--- config.mk ---
export PLATFORM = sky130hd
export DESIGN_NAME = shift_byte_collector
export DESIGN_NICKNAME = d
export VERILOG_FILES = /design/src/rtl/shift_collector_pkg.sv /design/src/rtl/sync_fifo_sa.sv /design/src/rtl/shift_byte_collector.sv
export SDC_FILE = /design/constraint.sdc
export NUM_CORES = 1
export LEC_CHECK = 0
export ABC_AREA = 0
export CORE_MARGIN = 4
export CORE_UTILIZATION = 45
export CTS_CLUSTER_SIZE = 12
export DETAILED_ROUTE_END_ITERATION = 7
export PLACE_DENSITY = 0.67
export SLEW_MARGIN = 15
export SYNTH_ARGS = -nofsm -noshare
export SYNTH_HDL_FRONTEND = slang
export SYNTH_SLANG_ARGS = --single-unit
--- constraint.sdc ---
create_clock -name clk -period 5.35 [get_ports clk]
set_clock_uncertainty 0.1 [all_clocks]
set_input_delay 0.8025 -clock clk [delete_from_list [all_inputs] [get_ports clk]]
set_output_delay 0.8025 -clock clk [all_outputs]
set_load 0.02 [all_outputs]
--- src/rtl/shift_collector_pkg.sv ---
// Shared widths and types for the serial-to-parallel byte collector.
package shift_collector_pkg;
   localparam int unsigned DATA_W    = 8;
   localparam int unsigned DEPTH     = 4;
   localparam int unsigned BIT_CNT_W = $clog2(DATA_W);

   typedef logic [DATA_W-1:0] word_t;
endpackage

--- src/rtl/sync_fifo_sa.sv ---
// Show-ahead synchronous FIFO with registered head word, valid/ready pop side and exact occupancy count.
module sync_fifo_sa #(
   parameter int unsigned WIDTH = 8,
   parameter int unsigned DEPTH = 4,
   parameter int unsigned CNT_W = $clog2(DEPTH + 1)
) (
   input  logic             clk,
   input  logic             reset,
   input  logic             push,
   input  logic [WIDTH-1:0] push_data,
   input  logic             ready,
   output logic [WIDTH-1:0] head_data,
   output logic             head_valid,
   output logic [CNT_W-1:0] count,
   output logic             full_c
);
   localparam int unsigned PTR_W = $clog2(DEPTH);

   logic [WIDTH-1:0] mem [DEPTH];
   logic [PTR_W-1:0] rd_ptr;
   logic [PTR_W-1:0] wr_ptr;
   logic             pop_c;
   logic             wr_c;
   logic [PTR_W-1:0] rd_next_c;
   logic [CNT_W-1:0] left_c;
   logic [CNT_W-1:0] count_next_c;

   // A full FIFO still accepts a write when the head leaves in the same cycle.
   always_comb begin
      full_c       = (count == CNT_W'(DEPTH));
      pop_c        = head_valid && ready;
      wr_c         = push && (!full_c || pop_c);
      rd_next_c    = rd_ptr + PTR_W'(pop_c);
      left_c       = count - CNT_W'(pop_c);
      count_next_c = left_c + CNT_W'(wr_c);
   end

   always_ff @(posedge clk) begin
      if (wr_c) begin
         mem[wr_ptr] <= push_data;
      end
   end

   // Head register: next stored entry, else the incoming word on an empty FIFO, else hold.
   always_ff @(posedge clk or posedge reset) begin
      if (reset) begin
         rd_ptr     <= '0;
         wr_ptr     <= '0;
         count      <= '0;
         head_valid <= 1'b0;
         head_data  <= '0;
      end else begin
         rd_ptr     <= rd_next_c;
         wr_ptr     <= wr_ptr + PTR_W'(wr_c);
         count      <= count_next_c;
         head_valid <= (count_next_c != '0);
         if (left_c != '0) begin
            head_data <= mem[rd_next_c];
         end else if (wr_c) begin
            head_data <= push_data;
         end
      end
   end
endmodule

--- src/rtl/shift_byte_collector.sv ---
// Counts shift strobes alongside the serial-in shift register and queues each completed word
// for a valid/ready consumer, flagging words lost while the queue is full.
module shift_byte_collector #(
   parameter int unsigned DATA_W = shift_collector_pkg::DATA_W,
   parameter int unsigned DEPTH  = shift_collector_pkg::DEPTH,
   parameter int unsigned CNT_W  = $clog2(DEPTH + 1)
) (
   input  logic              clk,
   input  logic              reset,
   input  logic              shift_enable,
   input  logic [DATA_W-1:0] stored_data,
   input  logic              frame_clear,
   output logic [DATA_W-1:0] out_data,
   output logic              out_valid,
   input  logic              out_ready,
   output logic [CNT_W-1:0]  fifo_count,
   output logic              overflow,
   input  logic              clear_overflow
);
   import shift_collector_pkg::*;

   localparam int unsigned BC_W = $clog2(DATA_W);

   logic [BC_W-1:0] bit_cnt;
   logic            capture_pending;
   logic            push_c;
   logic            drop_c;
   logic            full_c;

   // The word is complete one cycle after the last shift, so capture is deferred by a pending flag.
   always_ff @(posedge clk or posedge reset) begin
      if (reset) begin
         bit_cnt         <= '0;
         capture_pending <= 1'b0;
      end else if (frame_clear) begin
         bit_cnt         <= '0;
         capture_pending <= 1'b0;
      end else begin
         capture_pending <= 1'b0;
         if (shift_enable) begin
            if (bit_cnt == BC_W'(DATA_W - 1)) begin
               bit_cnt         <= '0;
               capture_pending <= 1'b1;
            end else begin
               bit_cnt <= bit_cnt + BC_W'(1);
            end
         end
      end
   end

   always_comb begin
      push_c = capture_pending && !frame_clear;
      drop_c = push_c && full_c && !(out_valid && out_ready);
   end

   // Sticky loss flag; a new drop wins over a same-cycle clear.
   always_ff @(posedge clk or posedge reset) begin
      if (reset) begin
         overflow <= 1'b0;
      end else if (drop_c) begin
         overflow <= 1'b1;
      end else if (clear_overflow) begin
         overflow <= 1'b0;
      end
   end

   sync_fifo_sa #(
      .WIDTH (DATA_W),
      .DEPTH (DEPTH),
      .CNT_W (CNT_W)
   ) u_fifo (
      .clk        (clk),
      .reset      (reset),
      .push       (push_c),
      .push_data  (stored_data),
      .ready      (out_ready),
      .head_data  (out_data),
      .head_valid (out_valid),
      .count      (fifo_count),
      .full_c     (full_c)
   );
endmodule

==> results.cfg, run 1 <==
[yosys]
synth-seq-area-share_pct = 68.39
yosysWarnings = 0
syn-cell-area_um2 = 2173
syn_inst = 139
syn-num-nets = 161
avgSynthCellArea_um2 = 15.64
synth-seq-cells = 53
synthDistinctLibCells = 24

[layout]
layout.nets = 191
regArea_um2 = 1486
area_growth_syn_to_layout_pct = 18.65
finalNonFillerCells = 224
layout_common_cells = 32 x edfxtp_1, 26 x clkdlybuf4s50_1, 21 x dfrtp_1, 19 x nand2_1, 14 x nor2_1
drive_above_1_share_pct = 5.294
fillerInstances = 376
multiInputGateArea_um2 = 633.1
antennaDiodeCount = 0
final_common_cell = edfxtp_1
fin_area_um2 = 2579

[worst_setup_path]
critPathMaxFanout = 12
cp_common_cell = ha_1
crit_slowest_cell = clkdlybuf4s50_1
reg2reg_from = u_fifo.head_valid$_DFF_PP0_
worstRegToRegCells = 6
crit_required_ns = 5.43
ff2ff_setup_slack_ns = 2.85
r2r_end = u_fifo.head_valid$_DFF_PP0_
crit_buf_inv = 2
cp-start-kind = primary input
timing.critical_path.from = out_ready
criticalPathCategory = in -> reg
critical_path_arrival_ns = 3.08
crit_path_end_kind = register
crit_chain = clkdlybuf4s50_1, a211oi_1, a21o_1, inv_1, ha_1, ha_1, or3_1
critical_path.max_stage_delay_ns = 0.42
crit_family = buffers and inverters

[placed_design]
place_area_um2 = 2489
gp_congestion = 0.8179
placedCellCount = 216
dp_hpwl_mm = 2.719
portBuffers = 26

[grt]
grt.overflow.total = 0
grt_pass1_vias = 1238
antenna_found_initial = 0
grt_max_degree = 22
track_usage_pct = 14.12
grt_pass1_wl_mm = 6.279

[routing]
drt_iter0_markers = 77
drt_wl_total_mm = 3.924
drt_first_pass_iters = 4
drc = 0
post_drt_wl_per_cell_um = 17.52
postRouteAntennaNets = 0
viasPerCell = 5.411
vias = 1212

[clock_network]
clock_latency_ns = 0.30
cts_tree = yes
holdBufCountCts = 0
cts_max_path_buffers = 2
root_buffer = clkbuf_8
clk_pin_slew_worst_paths_ns = 0.09
cts_made_buffers = 5
h-tree-depth = 2
cts.sinks = 53
cts_resized = 0
post_cts_buffers = 0

[sta]
finalHoldViolations = 0
finalCriticalPeriod_ns = 3.000
fmax_ghz = 0.3333
slew_headroom_pct = 45.85
timing.hold.ws_ns = 0.4322
worst_pin_slew_ns = 0.8114
setup_tns_ns = 0
slew_violations = 0
post-route-period-util_pct = 56.08
rsz0062_at_grt = false
setup_viol = 0

[floorplan]
core_um2 = 4692
die_h_um = 77.50
rows = 25
io_pins = 27
start_util_pct = 46.32
die-area_um2 = 6005
die_width_um = 77.50

[worst_hold_path]
min_from = overflow$_DFFE_PP0P_
hold_path_depth = 2
hold_end = overflow$_DFFE_PP0P_
hold_path.class = reg -> reg

[pwr]
p_leak_nw = 1.041
power_per_cell_area_nw_per_um2 = 472.1
ir_drop_mv = 0.2560
p_sw_mw = 0.3942
seqPwrFrac_pct = 43.9
p_sw_share_pct = 32.38
comb_power_share_pct = 37.6
p_clk_share_pct = 18.5
p_int_mw = 0.8233

[run]
drv_cap = 0

[status]
status = finished, final reports clean
[worst max-delay path by stage]
stage | to | slack, ns | depth (start not counted)
floorplan | u_fifo.mem[1][0]$_DFFE_PP_ | 2.91 | 4
global placement | u_fifo.head_valid$_DFF_PP0_ | 2.10 | 7
detailed placement | u_fifo.head_valid$_DFF_PP0_ | 2.04 | 7
CTS | u_fifo.head_valid$_DFF_PP0_ | 2.35 | 7
global route | u_fifo.head_valid$_DFF_PP0_ | 2.14 | 7
finish | u_fifo.head_valid$_DFF_PP0_ | 2.35 | 7
[worst min-delay path: cells and delay by family, from the launching register on]
family	cells	cell delay, ns
AOI/OAI and AO/OA	1	0.06
buffers and inverters	1	0.06
DFF	1	0.38
[Yosys cell counts]
cell,number,share of area (%)
nor2_1,14,2.4
dfrtp_1,21,24
a31oi_1,8,2.3
and2_1,1,0.29
mux2i_1,3,1.4
o22ai_1,1,0.29
inv_1,7,1.2
nand2b_1,1,0.29
nor3b_1,1,0.35
mux4_1,8,9.7
buf_2,3,0.69
xor2_4,1,1.3
buf_4,1,0.35
xor2_1,1,0.40
edfxtp_1,32,44
or3_1,1,0.29
a211oi_1,1,0.35
clkbuf_2,1,0.23
and3_1,2,0.58
ha_1,8,4.6
a21o_1,1,0.35
xnor2_1,2,0.81
nor3_1,1,0.23
nand2_1,19,3.3
[layer usage]
metal,track usage [%],part of all wire [%],vias up
met2,23.32,51,28
met3,4.756,5.4,2
met1,17.42,43,612
li1,-,-,570
met5,0,0,-
met4,4.804,0.74,0
[logic make-up after synthesis]
| kind of cell | share of synthesized area, % |
|---|---|
| simple gates | 7.715 |
| compound gates | 3.282 |
| buf+inv | 2.475 |
| flops | 68.39 |
| xor+xnor | 2.476 |
| mux | 11.05 |
| fa+ha+maj | 4.606 |
[power by group through the flow]
| stage | registers [mW] | logic, mW | clock network, mW |
|---|---|---|---|
| final | 0.534 | 0.458 | 0.226 |
| after global routing | 0.543 | 0.497 | 0.252 |
| after CTS | 0.536 | 0.466 | 0.232 |
| after detailed placement | 0.544 | 0.462 | 0 |
| after global placement | 0.540 | 0.450 | 0 |
| after floorplan | 0.590 | 0.254 | 0 |
[cell type report]
| type | instances | share of cell area [%] |
|---|---|---|
| Clock buffer | 8 | 3.493 |
| Inverter | 7 | 1.019 |
| Multi-Input combinational cell | 74 | 24.55 |
| Sequential cell | 53 | 57.64 |
| Tap cell | 54 | 2.620 |
| Timing Repair Buffer | 28 | 10.67 |
[through the flow]
step / power (mW) / setup WS [ns] / utilization, %
detailed placement: 1.006 / 2.041 / 53.04
floorplan: 0.8434 / 2.913 / -
global placement: 0.9899 / 2.097 / 53.04
finish: 1.217 / 2.350 / 54.96
global route: 1.293 / 2.136 / 54.96
CTS: 1.234 / 2.349 / 54.96
[state kept, by name (all words and copies together), names as in the netlist]
| name | cells |
|---|---|
| overflow | 1 |
| u_fifo.rd_ptr | 2 |
| u_fifo.mem | 32 |
| capture_pending | 1 |
| u_fifo.head_data | 8 |
| u_fifo.head_valid | 1 |
| u_fifo.wr_ptr | 2 |
| u_fifo.count | 3 |
| bit_cnt | 3 |
Note: power is estimated with default switching activity, not from simulation.
==> run 2: changes to the inputs <==
PLACE_DENSITY = 0.69   (was 0.67)
clock period = 2.65 ns   (was 5.35 ns; I/O delays follow)
==> results.cfg, run 2 (same netlist as run 1, synthesis figures left out) <==
[floorplan]
core_um2 = 4692
die_h_um = 77.50
die_width_um = 77.50
rows = 25
io_pins = 27
die-area_um2 = 6005
start_util_pct = 46.32

[run]
drv_cap = 0

[layout]
fin_area_um2 = 2613
utilization_pct = 55.68
area_growth_syn_to_layout_pct = 20.21
layout_common_cells = 32 x edfxtp_1, 26 x clkdlybuf4s50_1, 21 x dfrtp_1, 19 x nand2_1, 14 x nor2_1
finalNonFillerCells = 229
layout.nets = 196
drive_above_1_share_pct = 8.571
top_register = u_fifo.mem
antennaDiodeCount = 0
top_regs = u_fifo.mem: 32 flops, u_fifo.head_data: 8 flops
largest_register_ffs = 32
fillerInstances = 389
final_common_cell = edfxtp_1

[status]
status = finished, final reports clean

[routing]
postRouteAntennaNets = 0
viasPerCell = 5.179
drt_first_pass_iters = 4
post_drt_wl_per_cell_um = 16.51
drt_iter0_markers = 92
drc = 0
drt_wl_total_mm = 3.780
vias = 1186

[worst_setup_path]
criticalPathCategory = in -> reg
crit_end = u_fifo.head_data[4]$_DFFE_PP0P_
ff2ff_setup_slack_ns = 0.64
timing.critical_path.from = out_ready
critPathMaxFanout = 16
crit_buf_inv = 2
cp-start-kind = primary input
crit_required_ns = 2.78
crit_family = buffers and inverters
critical_path.max_stage_delay_ns = 0.42
reg2reg_from = u_fifo.head_valid$_DFF_PP0_
crit_chain = clkdlybuf4s50_1, and2_1, ha_1, ha_1, xnor2_1, and3_1, buf_4, nor2_1, a31oi_1
cp_num_cells = 9
crit_path_end_kind = register
crit_slowest_cell = clkdlybuf4s50_1
cp_common_cell = ha_1
worstRegToRegCells = 6
critical_path_arrival_ns = 2.23
r2r_end = u_fifo.head_valid$_DFF_PP0_

[pwr]
ir_drop_mv = 0.4161
power_per_cell_area_nw_per_um2 = 937.0
p_sw_mw = 0.7981
p_sw_share_pct = 32.60
comb_power_share_pct = 38.4
p_leak_nw = 1.066
seqPwrFrac_pct = 43.7
p_int_mw = 1.650
p_clk_share_pct = 17.9

[clock_network]
cts.sinks = 53
cts_tree = yes
cts_resized = 0
cts_made_buffers = 5
holdBufCountCts = 0
post_cts_buffers = 0
h-tree-depth = 2
clk_pin_slew_worst_paths_ns = 0.09
clock_latency_ns = 0.30
cts_max_path_buffers = 2
root_buffer = clkbuf_8

[sta]
fmax_ghz = 0.4764
post-route-period-util_pct = 79.22
setup_tns_ns = 0
slew_violations = 0
finalCriticalPeriod_ns = 2.099
worst_pin_slew_ns = 0.8198
rsz0062_at_grt = false
setup_viol = 0
slew_headroom_pct = 45.29
finalHoldViolations = 0

[grt]
track_usage_pct = 14.20
grt_max_degree = 22
grt.overflow.total = 0
grt_pass1_vias = 1264
antenna_found_initial = 0
grt_pass1_wl_mm = 6.341

[placed_design]
dp_hpwl_mm = 2.615
placedCellCount = 221
place_area_um2 = 2526
gp_congestion = 0.7546
portBuffers = 26

[worst_hold_path]
hold_path.class = in -> async
run 2: cell types whose count changed in the layout (fill, tap and decap cells not counted):
cell	change
buf_4	+5
clkbuf_1	-2
clkbuf_8	-1
clkinv_4	+1
clkinv_1	+1
clkinv_2	+1
run 2: layout make-up:
| cell class | instances | area (um2) | share of cell area [%] |
|---|---|---|---|
| clock inverters | 3 | 17.52 | 0.6705 |
| clock buffers | 5 | 68.82 | 2.634 |
| inverters | 7 | 26.28 | 1.006 |
| multi-input cells | 74 | 633.1 | 24.23 |
| flip-flops and latches | 53 | 1486 | 56.90 |
| repair buffers | 33 | 312.8 | 11.97 |
| well taps | 54 | 67.56 | 2.586 |
run 2: worst min-delay path by stage:
stage               depth (start not counted)                              end  slack (ns)                            start
finish                                      2  u_fifo.head_data[7]$_DFFE_PP0P_        0.44                            reset
global route                                2  u_fifo.head_data[5]$_DFFE_PP0P_        0.46  u_fifo.head_data[5]$_DFFE_PP0P_
CTS                                         2             overflow$_DFFE_PP0P_        0.44             overflow$_DFFE_PP0P_
detailed placement                          1       u_fifo.wr_ptr[1]$_DFF_PP0_        0.43       u_fifo.wr_ptr[1]$_DFF_PP0_
global placement                            1       u_fifo.wr_ptr[1]$_DFF_PP0_        0.41       u_fifo.wr_ptr[1]$_DFF_PP0_
floorplan                                   1           bit_cnt[0]$_DFFE_PP0P_        0.27                            reset
run 2: power by group through the flow:
stage               clock [mW]  combinational, mW  sequential [mW]
floorplan                    0              0.513             1.19
global placement             0              0.926             1.08
detailed placement           0              0.959             1.09
CTS                      0.452              0.962             1.07
global route             0.485               1.03             1.09
finish                   0.437              0.940             1.07
run 2: stage by stage:
step / power, mW / worst slack, ns / hold slack, ns
CTS: 2.488 / 0.5412 / 0.4437
global placement: 2.011 / 0.2543 / 0.4119
global route: 2.607 / 0.4041 / 0.4596
floorplan: 1.703 / 0.5210 / 0.2740
detailed placement: 2.051 / 0.2301 / 0.4287
finish: 2.448 / 0.5507 / 0.4357
run 2: metal layers:
| metal | track usage, % | routed length (um) | vias up |
|---|---|---|---|
| li1 | - | - | 585 |
| met1 | 17.42 | 1586 | 567 |
| met2 | 24.35 | 1966 | 28 |
| met3 | 4.060 | 178 | 6 |
| met4 | 4.270 | 48 | 0 |
| met5 | 0 | 0 | - |
